$ cat src/rtl/mem_access_stage.sv
// Data-memory access stage sitting between EX/MEM and MEM/WB.
// Runs a req/ack transaction on the data port and stalls the pipeline until
// it completes (or times out). Formats sub-word stores and aligns and extends
// loads. Flags misaligned accesses, which are not issued.
//
// Data-port handshake: memReq stays high from the IDLE cycle that accepts an
// aligned op until memAck is seen (or the wait budget runs out). memAddr,
// memWe, memByteEn and memWdata are held stable for that whole window,
// because stall freezes the inputs. memAck counts only while memReq is high,
// and memRdata is sampled in the same cycle as memAck.
module mem_access_stage #(
  parameter int MAX_WAIT = 255,
  parameter int CNT_W    = 8
) (
  input  logic        clk,
  input  logic        rst,
  input  logic        memReadIn,
  input  logic        memWriteIn,
  input  logic [1:0]  memSizeIn,
  input  logic        memUnsignedIn,
  input  logic [31:0] addressIn,
  input  logic [31:0] writeDataIn,
  input  logic [1:0]  wbIn,
  input  logic [4:0]  registerRdIn,
  output logic [1:0]  wbOut,
  output logic [31:0] readDataOut,
  output logic [31:0] resultOut,
  output logic [4:0]  registerRdOut,
  output logic        stall,
  output logic        misaligned,
  output logic        busError,
  output logic        memReq,
  output logic        memWe,
  output logic [31:0] memAddr,
  output logic [3:0]  memByteEn,
  output logic [31:0] memWdata,
  input  logic        memAck,
  input  logic [31:0] memRdata
);

  typedef enum logic [1:0] {
    S_IDLE = 2'd0,
    S_WAIT = 2'd1,
    S_DONE = 2'd2
  } state_t;

  localparam bit             TIMEOUT_EN = (MAX_WAIT != 0);
  localparam logic [CNT_W-1:0] LAST_CNT = CNT_W'((MAX_WAIT > 0) ? MAX_WAIT - 1 : 0);

  state_t           state, state_nxt;
  logic [31:0]      dataLatch, data_nxt;
  logic             errLatch, err_nxt;
  logic [CNT_W-1:0] cnt, cnt_nxt;

  logic        mem_op;
  logic        is_byte, is_half, is_word;
  logic        mis;
  logic [7:0]  lane_byte;
  logic [15:0] lane_half;
  logic [31:0] load_data;
  logic [31:0] latch_val;

  assign mem_op  = memReadIn | memWriteIn;
  assign is_byte = (memSizeIn == 2'b00);
  assign is_half = (memSizeIn == 2'b01);
  assign is_word = memSizeIn[1];
  assign mis     = (is_half & addressIn[0]) | (is_word & (addressIn[1:0] != 2'b00));

  assign resultOut     = addressIn;
  assign registerRdOut = registerRdIn;
  assign memAddr       = {addressIn[31:2], 2'b00};
  assign memWe         = memWriteIn;

  // Store lane enables and replicated write data
  always_comb begin
    memByteEn = 4'b1111;
    memWdata  = writeDataIn;
    if (is_byte) begin
      memByteEn = 4'b0001 << addressIn[1:0];
      memWdata  = {4{writeDataIn[7:0]}};
    end else if (is_half) begin
      memByteEn = addressIn[1] ? 4'b1100 : 4'b0011;
      memWdata  = {2{writeDataIn[15:0]}};
    end
  end

  // Load lane selection and sign/zero extension
  always_comb begin
    lane_byte = memRdata[7:0];
    case (addressIn[1:0])
      2'd0: lane_byte = memRdata[7:0];
      2'd1: lane_byte = memRdata[15:8];
      2'd2: lane_byte = memRdata[23:16];
      2'd3: lane_byte = memRdata[31:24];
      default: lane_byte = memRdata[7:0];
    endcase
    lane_half = addressIn[1] ? memRdata[31:16] : memRdata[15:0];
    if (is_byte)
      load_data = {{24{lane_byte[7] & ~memUnsignedIn}}, lane_byte};
    else if (is_half)
      load_data = {{16{lane_half[15] & ~memUnsignedIn}}, lane_half};
    else
      load_data = memRdata;
  end

  // Stores latch zero so that readDataOut reads 0 in DONE
  assign latch_val = memReadIn ? load_data : 32'd0;

  // Next-state, latch updates and stage outputs
  always_comb begin
    state_nxt   = state;
    data_nxt    = dataLatch;
    err_nxt     = errLatch;
    cnt_nxt     = cnt;
    memReq      = 1'b0;
    stall       = 1'b0;
    misaligned  = 1'b0;
    busError    = 1'b0;
    readDataOut = 32'd0;
    wbOut       = wbIn;
    case (state)
      S_IDLE: begin
        // rst gates the request so that it drops the moment reset asserts
        if (mem_op && !rst) begin
          if (mis) begin
            misaligned = 1'b1;
            wbOut      = 2'b00;
          end else begin
            memReq  = 1'b1;
            stall   = 1'b1;
            cnt_nxt = '0;
            if (memAck) begin
              data_nxt  = latch_val;
              state_nxt = S_DONE;
            end else begin
              state_nxt = S_WAIT;
            end
          end
        end
      end
      S_WAIT: begin
        memReq  = 1'b1;
        stall   = 1'b1;
        cnt_nxt = cnt + 1'b1;
        if (memAck) begin
          data_nxt  = latch_val;
          state_nxt = S_DONE;
        end else if (TIMEOUT_EN && (cnt == LAST_CNT)) begin
          err_nxt   = 1'b1;
          data_nxt  = 32'd0;
          state_nxt = S_DONE;
        end
      end
      S_DONE: begin
        readDataOut = dataLatch;
        busError    = errLatch;
        wbOut       = errLatch ? 2'b00 : wbIn;
        err_nxt     = 1'b0;
        state_nxt   = S_IDLE;
      end
      default: begin
        state_nxt = S_IDLE;
      end
    endcase
  end

  // State and latch registers
  always_ff @(posedge clk or posedge rst) begin
    if (rst) begin
      state     <= S_IDLE;
      dataLatch <= 32'd0;
      errLatch  <= 1'b0;
      cnt       <= '0;
    end else begin
      state     <= state_nxt;
      dataLatch <= data_nxt;
      errLatch  <= err_nxt;
      cnt       <= cnt_nxt;
    end
  end

endmodule

$ cat config.mk
export PLATFORM = sky130hd
export DESIGN_NAME = mem_access_stage
export DESIGN_NICKNAME = d
export VERILOG_FILES = /design/src/rtl/mem_access_stage.sv
export SDC_FILE = /design/constraint.sdc
export NUM_CORES = 1
export LEC_CHECK = 0
export CAP_MARGIN = 20
export CORE_MARGIN = 2
export CORE_UTILIZATION = 36
export DETAILED_ROUTE_END_ITERATION = 16
export PLACE_DENSITY = 0.85
export SYNTH_ARGS = -nofsm -noshare
export SYNTH_HDL_FRONTEND = slang
export SYNTH_SLANG_ARGS = --single-unit
$ cat constraint.sdc
create_clock -name clk -period 3.8 [get_ports clk]
set_input_delay 0.76 -clock clk [delete_from_list [all_inputs] [get_ports clk]]
set_output_delay 0.76 -clock clk [all_outputs]
set_load 0.01 [all_outputs]
======== Yosys cells after proc, flatten, opt, wreduce, memory -nomap -nowiden ========
Index checks and enable logic that the tools add are counted.
storage, ports and cells
  register bits ........................... 43
  latch bits .............................. 0
  memory bits (writable) .................. 0
  bits in read-only memories .............. 0
  input port bits ......................... 111
  output and inout port bits .............. 144
  word-level logic and storage cells ...... 78
  memories ................................ 0
cells by class
  add/subtract/negate cells ............... 1
  multiply operators ...................... 0
  div/mod/pow operators ................... 0
  order comparisons ....................... 0
  eq/ne operators ......................... 13
  shift operators ......................... 1
  muxes and demuxes ....................... 40
  bitwise operators ....................... 7
  reductions and logical operators ........ 12
operators with widths
  operator                                              count
  2-to-1 mux 32 bit                                     11
  one-hot mux 32 bit (2 select lines)                   1
  one-hot mux 8 bit (4 select lines)                    1
  2-to-1 mux 16 bit                                     1
  2-to-1 mux 2 bit                                      8
  2-to-1 mux 8 bit                                      2
  one-hot mux 8 bit (2 select lines)                    1
  2-to-1 mux 4 bit                                      3
  != test 2 bit (second input constant)                 5
  AND reduction 3 bit                                   3
  adder 8 x 1 -> 8 bit (second input constant)          1
  equality test 8 bit (second input constant)           1
  2-to-1 mux 1 bit                                      8
  one-hot mux 2 bit (2 select lines)                    2
  equality test 2 x 1 -> 1 bit (second input constant)  3
  equality test 2 bit (second input constant)           3
  logical NOT 2 bit                                     3
  nonzero test 2 bit                                    3
  AND reduction 5 bit                                   1
  AND 1 bit                                             4
  one-hot mux 1 bit (2 select lines)                    2
  << shifter 1 x 2 -> 4 bit (first input constant)      1
  != test 3 bit (second input constant)                 1
  OR 1 bit                                              2
  other kinds (3)                                       3

======== Longest topological paths before layout ========
Gate-level depths: netlist of run 1.
  depth in word-level cells ............... 9
  mapped depth ............................ 8
  depth with buffers taken out ............ 6

======== Worst setup path before layout of run 1 ========
OpenSTA, ideal clock, no wires.
  path type ............................... input-to-output
  from .................................... input rst
  to ...................................... output stall
  arrival time ............................ 2.729 ns
  required time ........................... 3.040 ns
  setup slack ............................. 0.311 ns
  stages .................................. 4
  buffers on the path ..................... 1
  cell sequence ........................... inv_1 -> a21oi_1 -> nor3_1 -> buf_4
on the way
  longest elaborated chain between the ends .. 4
RTL lines
  item                                RTL line  source
  start: declaration                  16        input logic rst,
  logical NOT 1 bit (no source line)  --
  logical AND 1 bit                   124       if (mem_op && !rst) begin
  2-to-1 mux 1 bit                    --
  one-hot mux 1 bit (2 select lines)  --
  end: declaration                    29        output logic stall,
No other way between the ends.

======== Final worst setup path of run 1 ========
  from .................................... input memSizeIn[0]
  to ...................................... output memWdata[9]
on the way
  longest elaborated chain between the ends .. 2
RTL lines
  item                RTL line  source
  start: declaration  19        input logic [1:0] memSizeIn,
  logical NOT 2 bit   64        assign is_byte = (memSizeIn == 2'b00);
  2-to-1 mux 32 bit   78        if (is_byte) begin
  end: declaration    36        output logic [31:0] memWdata,
No other way between the ends.

==> results of run 1 <==
per-stage QoR:
stage                      util  total power, mW
final                     0.495             1.44
after global routing      0.495             1.51
after CTS                 0.493             1.44
after detailed placement  0.484             1.15
after global placement    0.484             1.14
after floorplan               -            0.969
state kept, by name (all words and copies together) (netlist names):
| name | flops |
|---|---|
| cnt | 8 |
| dataLatch | 32 |
| state | 2 |
| errLatch | 1 |
worst reg2reg max path, stage by stage, from the launching register on:
cell       delay, ns
dfrtp_1         0.42
inv_1           0.06
ha_1            0.19
and3_1          0.17
and3_1          0.23
o21ai_4         0.47
buf_16          0.24
o2bb2ai_1       0.15
worst min path at each step:
stage                       startpoint           end  slack, ns  cells after the start
after CTS                 dataLatch[3]  dataLatch[3]       0.49                      1
after global placement    dataLatch[3]  dataLatch[3]       0.47                      1
after global routing      dataLatch[3]  dataLatch[3]       0.51                      1
final                     dataLatch[3]  dataLatch[3]       0.48                      1
after floorplan           dataLatch[0]  dataLatch[0]       0.45                      1
after detailed placement  dataLatch[3]  dataLatch[3]       0.47                      1
power by group through the flow:
stage	Combinational, mW	Sequential (mW)	Clock (mW)
CTS	0.528	0.621	0.287
finish	0.530	0.621	0.285
global route	0.569	0.633	0.310
detailed placement	0.526	0.627	0
global placement	0.510	0.627	0
floorplan	0.366	0.602	0
layout make-up:
class,instances,area [sq um],share of cell area
Clock buffer,7,76.3,0.0157
Tap cell,133,166,0.0342
Clock inverter,1,5.00,0.00103
Sequential cell,43,1080,0.221
Inverter,8,30.0,0.00617
Multi-Input combinational cell,247,1850,0.380
Timing Repair Buffer,168,1660,0.342
cell families (layout without fill, tap and decap cells):
| logic type | count (synthesis) | count (layout) |
|---|---|---|
| flops | 43 | 43 |
| buf+inv | 112 | 184 |
| xor+xnor | 5 | 5 |
| mux | 33 | 33 |
| compound gates | 105 | 105 |
| simple gates | 100 | 100 |
| fa+ha+maj | 2 | 2 |
| other cells | 1 | 2 |
cells in the mapped netlist, types with 9 or more instances:
cell	count
clkbuf_1	16
mux2i_1	13
buf_4	79
o21ai_0	18
and2_1	37
a21oi_1	25
mux2_2	20
nand2_1	21
nor2_1	16
dfrtp_1	43
o22ai_1	9
o2bb2ai_2	20
routing by layer:
layer,part of all wire,GRT usage
met1,0.40,0.258
met5,0,0
met2,0.51,0.377
met3,0.073,0.0543
met4,0.017,0.0438
==> results.md, run 1 <==
* Status: complete, no violations
* Register area share after synthesis at 0.294
* Die H at about 100 microns
* CORE AREA at 0.00982 sq mm
* Sw frac at 0.314
* Share of the synthesized area in the top cell type at 0.294
* Cell area after layout at 0.00486 sq mm
* ANT nets after route at 0
* Final Wtd Congestion at 0.961
* ANT cells at 0
* Register-to-Register Path Depth at 7
* DR vias at ~3,200
* Total setup buffers inserted after CTS at 0
* Slew HR at 0.539
* YS warnings at 0
* First-pass GRT wire length at 18.3 mm
* Worst path required time at between 3 and 4 ns
* Syn Area/Cell at 9.14 sq um
* Worst R2R Start: cnt[0]
* Clock Root Buffer: clkbuf_8
* CP max stage delay at 0.51 ns
* Clk_lat worst skew at 0.29 ns
* Placed insts at 598
* Delay-heaviest family, CP: buffers and inverters
* Unrepaired setup endpoints after global routing: no
* Routed wire per std cell at between 20 and 25 microns
* Fmax at 0.291 GHz
* Largest net degree at the start of global routing at 40
* Mapped Cells at 401
* Share of layout cells above drive strength 1 at 0.146
* PnR worst setup slack at 0.366 ns
* Hold_buf cts at 0
* CTS tree: done
* CP Capture Type: output port
* Synth Area in Compound Gates at 0.237
* Worst-Margin Slew at 0.686 ns
* Setup crit end: memWdata[9]
* Clock Tree Buf Depth at 2
* Initial antenna violation count at 0
* Flop2flop setup slack at 1.78 ns
* VDD IR-drop max at around 170 uV
* Skew final at ~0.0091 ns
* Synth Area in XOR/XNOR at 0.0120
* Crit share post-route at 0.904
* Yosys reg bits at 43
* Number of global-route vias before repair at 3,220
* Tightest Hold Check Type: reg2reg
* CP Depth at 6
* Most frequent cells in the layout: clkdlybuf4s50_1, dfrtp_1, and2_1, a21oi_1, nand2_1
* Clk pwr share at 0.198
* Final nets at 586
* CP cell instances: clkdlybuf4s50_1, buf_4, nor2_1, buf_4, mux2_2, clkdlybuf4s50_1
* Crit-path max FO at 9
* CP arrival at 2.67 ns
* Grt ovf at 0
* Logic pwr share at 0.369
* Post-route DRC at 0
* Synth area leader: dfrtp_1
* Synth Area in Adders at 0.00683
* Simple-Gate Fraction of Synth Area at 0.147
* Distinct cell type count after synthesis at 44
* Core Rows at 36
* I/O pins at 255
* Asr flop ratio synth at 1.00
* Hold Fails Final Rpt at 0
* Total CTS buffers at 5
* Filler Cells Inserted at 944
* Post-synthesis mux area share at 0.0970
* Dominant synthesized flop cell: dfrtp_1
* Cell Count, Final, Fillers Out at 607
* Mapped cell area at 0.00366 sq mm
* Post-layout min period at 3.43 ns
* WHS at 0.481 ns
* Seq pwr share at 0.432
* NetSw at about 0.45 mW
* Die area at about 0.011 sq mm
* Largest family of logic cells by synthesized area: compound AO/OA/AOI/OAI gates
* Die X at 105 microns
* Initial DRT Pass Iterations at 4
* Pint at 0.985 mW
* Initial Util at 0.373
* PwrDens at 295 mW/mm^2
* Total global-route track usage at 0.212
* Worst-path clk slew at 0.08 ns
* Final HPWL from detailed placement at 9.80 mm
* Place WS at between 0.3 and 0.4 ns
* Area after DPL at 0.00476 sq mm
* H-tree Lvls at 2
* MaxCap Viol Count at 0
* Post-synth EDFFs at 0
* Clock sink total at 43
* Crit path kind: in2out
* Setup violators final at 0
* Port Buffers at roughly 150
* Pleak at 1.93 nW
* Buf+Inv Stages, Crit Path at 4
* TNS Setup at 0 ns
* RR Endpoint: dataLatch[1]
* Synth area leaders: dfrtp_1, buf_4, o2bb2ai_2
* Max-slew violations at 0
* Commonest non-fill, non-tap cell in the layout: clkdlybuf4s50_1
* Vias per inst at 5.30
* P&R area growth vs syn at 32.8%
* Critical path startpoint: memSizeIn[0]
* Crit start category: input pin
* Final WL at between 10 and 15 mm
* Slowest-stage cell, CP: clkdlybuf4s50_1
* Post_cts resized at 0
* Initial drt markers at 161
Power figures use the tool's default switching activity.
==> run 2: changes to the inputs <==
--- a/config.mk
+++ b/config.mk
@@ -10,6 +10,7 @@
 export CORE_UTILIZATION = 36
 export DETAILED_ROUTE_END_ITERATION = 16
 export PLACE_DENSITY = 0.85
+export SKIP_LAST_GASP = 1
 export SYNTH_ARGS = -nofsm -noshare
 export SYNTH_HDL_FRONTEND = slang
 export SYNTH_SLANG_ARGS = --single-unit
==> results of run 2 <==
Same layout as run 1: the final DEF is identical, and so are final timing and power.
==> run 3: changes to the inputs <==
--- a/config.mk
+++ b/config.mk
@@ -10,6 +10,7 @@
 export CORE_UTILIZATION = 36
 export DETAILED_ROUTE_END_ITERATION = 16
 export PLACE_DENSITY = 0.85
+export SETUP_SLACK_MARGIN = 0.15
 export SKIP_LAST_GASP = 1
 export SYNTH_ARGS = -nofsm -noshare
 export SYNTH_HDL_FRONTEND = slang
==> results of run 3 <==
Same layout as run 1: the final DEF is identical, and so are final timing and power.
